<file path="config.mk">
export PLATFORM = sky130hd
export DESIGN_NAME = unidade_controle
export DESIGN_NICKNAME = d
export VERILOG_FILES = /design/src/rtl/controle_pkg.sv /design/src/rtl/banco_registradores.sv /design/src/rtl/unidade_controle.sv
export SDC_FILE = /design/constraint.sdc
export NUM_CORES = 1
export LEC_CHECK = 0
export ABC_AREA = 1
export CORE_MARGIN = 2
export CORE_UTILIZATION = 55
export DETAILED_ROUTE_END_ITERATION = 7
export HOLD_SLACK_MARGIN = 0.08
export PLACE_DENSITY = 0.87
export SLEW_MARGIN = 20
export SYNTH_ARGS = -nofsm -noshare
export SYNTH_HDL_FRONTEND = slang
export SYNTH_HIERARCHICAL = 1
export SYNTH_SLANG_ARGS = --single-unit
export TNS_END_PERCENT = 5
</file>
<file path="constraint.sdc">
create_clock -name clk -period 2.2 [get_ports clk]
set_clock_uncertainty 0.2 [all_clocks]
set_input_delay 0.33 -clock clk [delete_from_list [all_inputs] [get_ports clk]]
set_output_delay 0.33 -clock clk [all_outputs]
set_load 0.01 [all_outputs]
</file>
<file path="src/rtl/controle_pkg.sv">
// Shared definitions for the control/operand stage feeding the 8-bit ULA.
package controle_pkg;

   // Control FSM states
   typedef enum logic [1:0] {
      OCIOSO     = 2'd0,
      DECODIFICA = 2'd1,
      EXECUTA    = 2'd2,
      ESCRITA    = 2'd3
   } estado_t;

   // ULA opcodes; 1100-1111 are not ULA operations and are treated as NOP
   localparam logic [3:0] OP_NOP  = 4'b0000;
   localparam logic [3:0] OP_ADD  = 4'b0001;
   localparam logic [3:0] OP_SUB  = 4'b0010;
   localparam logic [3:0] OP_MUL  = 4'b0011;
   localparam logic [3:0] OP_DIV  = 4'b0100;
   localparam logic [3:0] OP_AND  = 4'b0101;
   localparam logic [3:0] OP_OR   = 4'b0110;
   localparam logic [3:0] OP_NOT  = 4'b0111;
   localparam logic [3:0] OP_XOR  = 4'b1000;
   localparam logic [3:0] OP_XNOR = 4'b1001;
   localparam logic [3:0] OP_LDI  = 4'b1010;
   localparam logic [3:0] OP_NOT2 = 4'b1011;

   // Instruction field positions: [15:12] op, [11:10] rd, [9:8] rs, [7:0] imm
   localparam int OP_MSB  = 15;
   localparam int OP_LSB  = 12;
   localparam int RD_MSB  = 11;
   localparam int RD_LSB  = 10;
   localparam int RS_MSB  = 9;
   localparam int RS_LSB  = 8;
   localparam int IMM_MSB = 7;
   localparam int IMM_LSB = 0;

   // Opcodes in the top quarter of the code space have no ULA meaning
   function automatic logic op_ilegal(input logic [3:0] op);
      return (op[3:2] == 2'b11);
   endfunction

endpackage

</file>
<file path="src/rtl/banco_registradores.sv">
// 4x8 register bank: one synchronous write port, three combinational read ports.
module banco_registradores #(
   parameter int DATA_W = 8,
   parameter int NREG   = 4
) (
   input  logic              clk,
   input  logic              rst_n,
   input  logic              we,
   input  logic [1:0]        waddr,
   input  logic [DATA_W-1:0] wdata,
   input  logic [1:0]        rd_addr,
   output logic [DATA_W-1:0] rd_dado,
   input  logic [1:0]        rs_addr,
   output logic [DATA_W-1:0] rs_dado,
   input  logic [1:0]        dbg_addr,
   output logic [DATA_W-1:0] dbg_dado
);

   logic [DATA_W-1:0] regs [NREG];

   // Storage: cleared asynchronously, written on the rising edge when we is high
   always_ff @(posedge clk or negedge rst_n) begin
      if (!rst_n) begin
         for (int i = 0; i < NREG; i++) begin
            regs[i] <= '0;
         end
      end else if (we) begin
         regs[waddr] <= wdata;
      end
   end

   // Read ports: rd and rs see the pre-write value, so rd == rs is harmless
   always_comb begin
      rd_dado  = regs[rd_addr];
      rs_dado  = regs[rs_addr];
      dbg_dado = regs[dbg_addr];
   end

endmodule

</file>
<file path="src/rtl/unidade_controle.sv">
// Multi-cycle control/operand stage: accepts an instruction, reads operands,
// drives the external ULA, captures its result and writes it back.
module unidade_controle
   import controle_pkg::*;
#(
   parameter int DATA_W  = 8,
   parameter int INSTR_W = 16,
   parameter int NREG    = 4
) (
   input  logic               clk,
   input  logic               rst_n,
   input  logic               instr_valid,
   output logic               instr_ready,
   input  logic [INSTR_W-1:0] instr,
   output logic [DATA_W-1:0]  ula_a,
   output logic [DATA_W-1:0]  ula_b,
   output logic [3:0]         ula_opcode,
   input  logic [DATA_W-1:0]  ula_saida,
   output logic               res_valid,
   output logic [1:0]         res_reg,
   output logic [DATA_W-1:0]  res_dado,
   output logic               div_zero,
   input  logic [1:0]         dbg_sel,
   output logic [DATA_W-1:0]  dbg_dado
);

   // Handshake: an instruction transfers on a rising edge where instr_valid and
   // instr_ready are both high; instr_ready is high only in OCIOSO, and upstream
   // must keep instr stable while instr_valid is high and not yet accepted.

   estado_t            estado;
   logic [INSTR_W-1:0] instr_q;
   logic [DATA_W-1:0]  resultado;
   logic [DATA_W-1:0]  rd_dado;
   logic [DATA_W-1:0]  rs_dado;
   logic [3:0]         op;
   logic [1:0]         rd;
   logic [1:0]         rs;
   logic [DATA_W-1:0]  imm;
   logic               wr_en;

   // Field extraction from the latched instruction
   always_comb begin
      op  = instr_q[OP_MSB:OP_LSB];
      rd  = instr_q[RD_MSB:RD_LSB];
      rs  = instr_q[RS_MSB:RS_LSB];
      imm = instr_q[IMM_MSB:IMM_LSB];
   end

   // Writeback happens on the edge that leaves ESCRITA, only when the strobe is up
   always_comb begin
      wr_en = (estado == ESCRITA) && res_valid;
   end

   banco_registradores #(
      .DATA_W (DATA_W),
      .NREG   (NREG)
   ) u_banco (
      .clk      (clk),
      .rst_n    (rst_n),
      .we       (wr_en),
      .waddr    (rd),
      .wdata    (resultado),
      .rd_addr  (rd),
      .rd_dado  (rd_dado),
      .rs_addr  (rs),
      .rs_dado  (rs_dado),
      .dbg_addr (dbg_sel),
      .dbg_dado (dbg_dado)
   );

   // Control FSM with all outputs registered
   always_ff @(posedge clk or negedge rst_n) begin
      if (!rst_n) begin
         estado      <= OCIOSO;
         instr_q     <= '0;
         resultado   <= '0;
         instr_ready <= 1'b1;
         ula_a       <= '0;
         ula_b       <= '0;
         ula_opcode  <= OP_NOP;
         res_valid   <= 1'b0;
         res_reg     <= '0;
         res_dado    <= '0;
         div_zero    <= 1'b0;
      end else begin
         res_valid <= 1'b0;
         div_zero  <= 1'b0;
         case (estado)
            OCIOSO: begin
               if (instr_valid && instr_ready) begin
                  instr_q     <= instr;
                  instr_ready <= 1'b0;
                  estado      <= DECODIFICA;
               end
            end
            DECODIFICA: begin
               if (op == OP_LDI) begin
                  ula_a <= imm;
                  ula_b <= '0;
               end else begin
                  ula_a <= rd_dado;
                  ula_b <= rs_dado;
               end
               ula_opcode <= op_ilegal(op) ? OP_NOP : op;
               estado     <= EXECUTA;
            end
            EXECUTA: begin
               // ula_b still carries R[rs] here, which is the divisor for DIV
               resultado  <= ula_saida;
               ula_opcode <= OP_NOP;
               if (op == OP_DIV && ula_b == '0) begin
                  div_zero <= 1'b1;
               end else if (op != OP_NOP && !op_ilegal(op)) begin
                  res_valid <= 1'b1;
                  res_reg   <= rd;
                  res_dado  <= ula_saida;
               end
               estado <= ESCRITA;
            end
            ESCRITA: begin
               instr_ready <= 1'b1;
               estado      <= OCIOSO;
            end
            default: begin
               instr_ready <= 1'b1;
               ula_opcode  <= OP_NOP;
               estado      <= OCIOSO;
            end
         endcase
      end
   end

endmodule

</file>
==> metrics.md, run 1 <==
| Metric | Value |
|---|---|
| Final Hold Vio Count | 0 |
| Area grow syn2layout | 20.3% |
| Share of the synthesized area in the top cell type | 0.468 |
| Vias | 4473 |
| Vias in the first global route | 4489 |
| Clock Sinks | 91 |
| Number of placement rows | 34 |
| Slowest CP cell | clkdlybuf4s50_1 |
| Syn nets | 676 |
| Initial Utilization | 0.560 |
| Fraction of layout cells with a size suffix above 1 | 0.0890 |
| PnR worst setup slack | 0.0746 ns |
| Initial antenna violation count | 0 |
| Post-layout min period | 2.13 ns |
| Dominant cells by area after synthesis | dfrtp_1, nand2_1, nand3_1 |
| Most used cell, CP | nand2_1 |
| Post-CTS Setup Inserts | 0 |
| Die Ht | 97.6 µm |
| 1st-iter DRT viols | 361 |
| Seq. cell area | 0.00228 mm² |
| Top reg by flops | u_banco/regs |
| Synth Register Bits | 91 |
| Largest fanout on the critical path | 16 |
| Fraction of registers with async set or reset after synthesis | 1.00 |
| CP max stage delay | 0.52 ns |
| Fill cells | 697 |
| CTS H-Tree Depth | 3 |
| N_diodes | 0 |
| Crit path cell chain | dlygate4sd2_1 -> buf_6 -> nand2_1 -> nand3_1 -> nand2_1 -> clkdlybuf4s50_1 |
| Final worst-path cycle share | 0.966 |
| Synthesized cell area | 0.00481 mm² |
| Mapped Cells | 643 |
| # DRC | 0 |
| Final Wtd Congestion | 0.904 |
| Most used DFF post-synth | dfrtp_1 |
| RSZ-0062 raised after global routing | false |
| Biggest regs | u_banco/regs (32), instr_q (16) |
| Yosys warns | 6 |
| Clk root buf | clkbuf_8 |
| Worst r2r src | estado[0]$_DFFE_PN0P_ |
| Nets | 747 |
| Top cells by count, synth | nand2_1, dfrtp_1, nand3_1 |
| Grt ovf | 0 |
| Worst VDD drop | 0.891 mV |
| EDFF count, synth | 0 |
| TritonCTS clock tree | yes |
| Maxcap violations | 0 |
| Mean Syn Cell Area | 7.49 µm² |
| Crit start category | input pin |
| Yosys cell types | 28 |
| Seq/Total Area, Yosys | 0.473 |
| Placed inst area | 0.00559 mm² |
| Measured slew at the worst slew-check pin | 0.493 ns |
| P per Cell Area | 1440 mW/mm² |
| Critical path type | in2out |
| Max FFs per register | 32 |
| Die X | 97.6 µm |
| Core area | 0.00859 mm² |
| CP startpoint | dbg_sel[0] |
| Lkg Pwr | 3.07 nW |
| Fin util | 0.674 |
| Num CTS Buffers | 9 |
| DRT Wirelength | 12800 µm |
| FMAX | 470 MHz |
| Clock transition at path regs | 0.10 ns |
| Post-detail-place hpwl | 9480 µm |
| Status | complete, no violations |
| HP Class | in2async |
| Critical path arrival | 1.60 ns |
| I/O Buffers | 69 |
| CP top delay family | buffers and inverters |
| Area of the multi-input gates | 0.00209 mm² |
| Final setup viols | 0 |
| Largest area contributor in the netlist | dfrtp_1 |
| ANT nets after route | 0 |
| Via density | 5.41 |
| Design Area, Final | 0.00579 mm² |
| Worst slack at placement | -0.164 ns |
| Drt wl/cell | 15.5 µm |
| 1st-pass router iterations | 5 |
| Most frequent cell after synthesis | nand2_1 |
| Die area | 0.00952 mm² |
| Largest net degree at the start of global routing | 41 |
| Crit path buf inv count | 3 |
| Clock latency on the worst-skew pair | 0.36 ns |
| Worst EP required | 1.67 ns |
| Global-route wire length before repair | 21700 µm |
| GRT Total Usage | 0.282 |
| Slew Limit Headroom | 0.669 |
| Slew Viols, Final | 0 |
| Boundary Pins | 70 |
| Clock Tree Buf Depth | 2 |
| Min Hold Slack | 0.200 ns |
| Endpoint type of the worst setup path | output pin |
-- final cells by class --
| class | instances | share of cell area |
|---|---|---|
| Tap cell | 108 | 0.0233 |
| Clock inverter | 7 | 0.0104 |
| Sequential cell | 91 | 0.393 |
| Clock buffer | 9 | 0.0214 |
| Multi-Input combinational cell | 458 | 0.361 |
| Inverter | 66 | 0.0432 |
| Timing Repair Buffer | 88 | 0.147 |
-- where the power goes --
| part | leakage, nW | internal (mW) | switching, mW |
|---|---|---|---|
| Combinational | 1.82 | 1.63 | 2.60 |
| Clock | 0.0901 | 0.433 | 0.656 |
| Sequential | 1.16 | 2.43 | 0.621 |
-- per-stage QoR --
stage               power [mW]  setup TNS [ns]  std cells
global placement          7.10          -0.971        810
CTS                       8.34               0        827
floorplan                 5.69               0        643
global route              9.04               0        827
detailed placement        7.22           -1.16        810
finish                    8.36               0        827
-- repair_timing --
action | 4_1_cts | 5_1_grt
setup endpoints to repair | 8 | 2
hold buffers | 1 | 0
gates resized for setup | 6 | 3
pin swaps | 0 | 0
hold endpoints to repair | 90 | 0
gates cloned | 0 | 0
-- routing by layer --
layer / GRT usage / wire length (µm) / vias to the layer above
met2: 0.460 / 6060 / 162
li1: - / - / 2165
met1: 0.386 / 5600 / 2116
met5: 0 / 0 / -
met3: 0.0417 / 802 / 30
met4: 0.100 / 332 / 0
-- worst paths after layout --
check                                                     to  slack, ns  cells after the start
worst max-delay path                             dbg_dado[0]       0.07                      6
worst min-delay path                    ula_a[7]$_DFFE_PN0N_       0.20                      2
worst max register to register   u_banco/regs[7]$_DFFE_PN0P_       0.33                      6
worst min register to register  u_banco/regs[18]$_DFFE_PN0P_       0.28                      2
max in group asynchronous            instr_ready$_DFFE_PN1P_       0.97                      3
min in group clk                u_banco/regs[18]$_DFFE_PN0P_       0.28                      2
-- kinds of logic after synthesis --
| logic type | Yosys count | share of synthesized area |
|---|---|---|
| simple gates | 416 | 0.375 |
| buf+inv | 94 | 0.0928 |
| flops | 91 | 0.473 |
| compound gates | 38 | 0.0489 |
| fa+ha+maj | 4 | 0.0104 |
-- layout by cell type (no fill, tap or decap), types with 9 or more instances in the layout --
master           count
nand3_1             84
clkbuf_8             9
nand4_1             16
inv_1               55
nor2_1              16
a21oi_1             16
o21ai_0              9
dfrtp_1             90
nand2_1            288
buf_4               16
clkdlybuf4s50_1     65
Note: power is estimated with default switching activity, not from simulation.
==> run 2, diff against run 1 <==
--- a/config.mk
+++ b/config.mk
@@ -6,11 +6,13 @@
 export NUM_CORES = 1
 export LEC_CHECK = 0
 export ABC_AREA = 1
+export CAP_MARGIN = 15
 export CORE_MARGIN = 2
 export CORE_UTILIZATION = 55
 export DETAILED_ROUTE_END_ITERATION = 7
 export HOLD_SLACK_MARGIN = 0.08
 export PLACE_DENSITY = 0.87
+export SKIP_LAST_GASP = 1
 export SLEW_MARGIN = 20
 export SYNTH_ARGS = -nofsm -noshare
 export SYNTH_HDL_FRONTEND = slang
==> metrics.md, run 2 (same netlist as run 1, synthesis figures left out) <==
| Metric | Value |
|---|---|
| Status | complete, no violations |
| Final worst-path cycle share | 0.969 (+0.00334) |
| DRT Wirelength | 12800 µm (+0.27%) |
| Maxcap violations | 0 (unchanged) |
| Slew Viols, Final | 0 (unchanged) |
| Commonest cells after routing, fill and taps aside | nand2_1, dfrtp_1, nand3_1 |
| Die X | 97.6 µm (unchanged) |
| 1st-iter DRT viols | 361 (unchanged) |
| Met3 wire length | 831 µm (+3.6%) |
| Slew Limit Headroom | 0.669 (about the same) |
| # DRC | 0 (unchanged) |
| Die area | 0.00952 mm² (unchanged) |
| Slowest CP cell | clkdlybuf4s50_1 |
| Final setup viols | 0 (unchanged) |
| Fin util | 0.674 (unchanged) |
| Core area | 0.00859 mm² (unchanged) |
| Fill cells | 697 (unchanged) |
| GRT Total Usage | 0.282 (unchanged) |
| Leading cell type in the layout, fill and taps excluded | nand2_1 |
| Area grow syn2layout | 20.3% (unchanged) |
| Post-CTS Setup Inserts | 0 (unchanged) |
| Max FFs per register | 32 (unchanged) |
| Worst EP required | 1.67 ns (about the same) |
| Critical path arrival | 1.60 ns (about the same) |
| CP max stage delay | 0.47 ns (-0.05 ns) |
| HP Class | in2async |
| Grt ovf | 0 (unchanged) |
| R2R cell count | 6 (unchanged) |
| Post-detail-place hpwl | 9480 µm (unchanged) |
| Clk root buf | clkbuf_8 |
| Critical path type | reg2out |
| Vias in the first global route | 4489 (unchanged) |
| Nets | 747 (unchanged) |
| Most used cell, CP | nand2_1 |
| CP startpoint | u_banco/regs[1]$_DFFE_PN0P_ |
| Reg2Reg Setup Slack | 0.33 ns (about the same) |
| Final Hold Vio Count | 0 (unchanged) |
| Boundary Pins | 70 (unchanged) |
| Area of the multi-input gates | 0.00209 mm² (unchanged) |
| Global-route wire length before repair | 21700 µm (unchanged) |
| P per Cell Area | 1440 mW/mm² (about the same) |
| Number of placement rows | 34 (unchanged) |
| Largest fanout on the critical path | 3 (-13) |
| Num CTS Buffers | 9 (unchanged) |
| Critical R2R Capture | u_banco/regs[7]$_DFFE_PN0P_ |
| Lkg Pwr | 3.07 nW (about the same) |
| Die Ht | 97.6 µm (unchanged) |
| Total power | 8.36 mW (about the same) |
| Clock latency on the worst-skew pair | 0.36 ns (about the same) |
| Worst VDD drop | 0.891 mV (about the same) |
| Via density | 5.42 (+0.16%) |
| Top reg by flops | u_banco/regs |
| Fraction of layout cells with a size suffix above 1 | 0.0876 (-0.00139) |
| Final Wtd Congestion | 0.904 (unchanged) |
| 1st-pass router iterations | 5 (unchanged) |
| Wl on met1 | 5610 µm (+0.21%) |
| Measured slew at the worst slew-check pin | 0.493 ns (-0.0000111 ns) |
| Worst slack at placement | -0.164 ns (unchanged) |
| Seq. cell area | 0.00228 mm² (unchanged) |
| Clock Sinks | 91 (unchanged) |
| Largest net degree at the start of global routing | 41 (unchanged) |
| PnR worst setup slack | 0.0672 ns (-0.00734 ns) |
| Crit path cell chain | inv_1 -> nand2_1 -> nand3_1 -> nand2_1 -> clkdlybuf4s50_1 |
| Initial antenna violation count | 0 (unchanged) |
| Worst r2r src | estado[0]$_DFFE_PN0P_ |
| Initial Utilization | 0.560 (unchanged) |
| Top Metal Used | met4 |
| Vias | 4480 (+0.16%) |
| FMAX | 469 MHz (-0.34%) |
| Endpoint type of the worst setup path | output pin |
| Drt wl/cell | 15.5 µm (+0.27%) |
| Clock transition at path regs | 0.10 ns (about the same) |
| Post-layout min period | 2.13 ns (+0.00734 ns) |
| I/O Buffers | 69 (unchanged) |
| ANT nets after route | 0 (unchanged) |
| Setup tns final | 0 ns (unchanged) |
| CTS H-Tree Depth | 3 (unchanged) |
| Biggest regs | u_banco/regs (32), instr_q (16) |
| N_diodes | 0 (unchanged) |
| Crit start category | flip-flop |
| Clock Tree Buf Depth | 2 (unchanged) |
| Met2 Wirelength | 6070 µm (+0.30%) |
| RSZ-0062 raised after global routing | true |
| TritonCTS clock tree | yes |
[run 2: cell counts in the layout (fill, tap and decap cells not counted)]
Identical to the previous run, type by type.
[run 2: area by class of cell]
type / instances / share of cell area
inverters: 66 / 0.0432
flip-flops and latches: 91 / 0.393
well taps: 108 / 0.0233
clock inverters: 7 / 0.0104
repair buffers: 88 / 0.147
clock buffers: 9 / 0.0214
multi-input cells: 458 / 0.361
[run 2: critical path: cells and delay by family, from the launching register on]
family	cells	cell delay (ns)
buffers and inverters	2	0.63
DFF	1	0.39
and+or+nand+nor	3	0.22
[run 2: worst max-delay path by stage]
| stage | to | slack (ns) | cells after the start |
|---|---|---|---|
| 2_1_floorplan | ula_opcode[0]$_DFFE_PN0P_ | 0.63 | 8 |
| 4_1_cts | dbg_dado[0] | 0.07 | 5 |
| 3_5_place_dp | dbg_dado[0] | -0.16 | 6 |
| 3_3_place_gp | dbg_dado[2] | -0.13 | 6 |
| 6_report | dbg_dado[1] | 0.07 | 5 |
| 5_1_grt | dbg_dado[0] | -0.002 | 5 |
[run 2: what timing repair did]
action                                 in CTS  in global routing
gates resized for setup                     6                  2
hold buffers                                1                  0
setup endpoints to repair                   8                  2
endpoints found under the hold margin      90                  0
gates cloned                                0                  0
[run 2: metrics by stage]
| step | hold WS (ns) | cells | cell area, µm² |
|---|---|---|---|
| 6_report | 0.201 | 827 | 5790 |
| 5_1_grt | 0.233 | 827 | 5790 |
| 4_1_cts | 0.206 | 827 | 5790 |
| 3_5_place_dp | 0.0585 | 810 | 5590 |
| 3_3_place_gp | 0.0436 | 810 | 5590 |
| 2_1_floorplan | -0.166 | 643 | 4810 |
[run 2: where the power goes]
part | total, mW | internal, mW | switching, mW | leakage, nW
clock | 1.09 | 0.433 | 0.656 | 0.0901
sequential | 3.05 | 2.43 | 0.620 | 1.16
combinational | 4.22 | 1.63 | 2.60 | 1.82
[run 2: layer usage]
layer  up-vias  track usage
li1       2167            -
met1      2119        0.386
met2       170        0.460
met3        24       0.0417
met4         0        0.100
met5         -            0
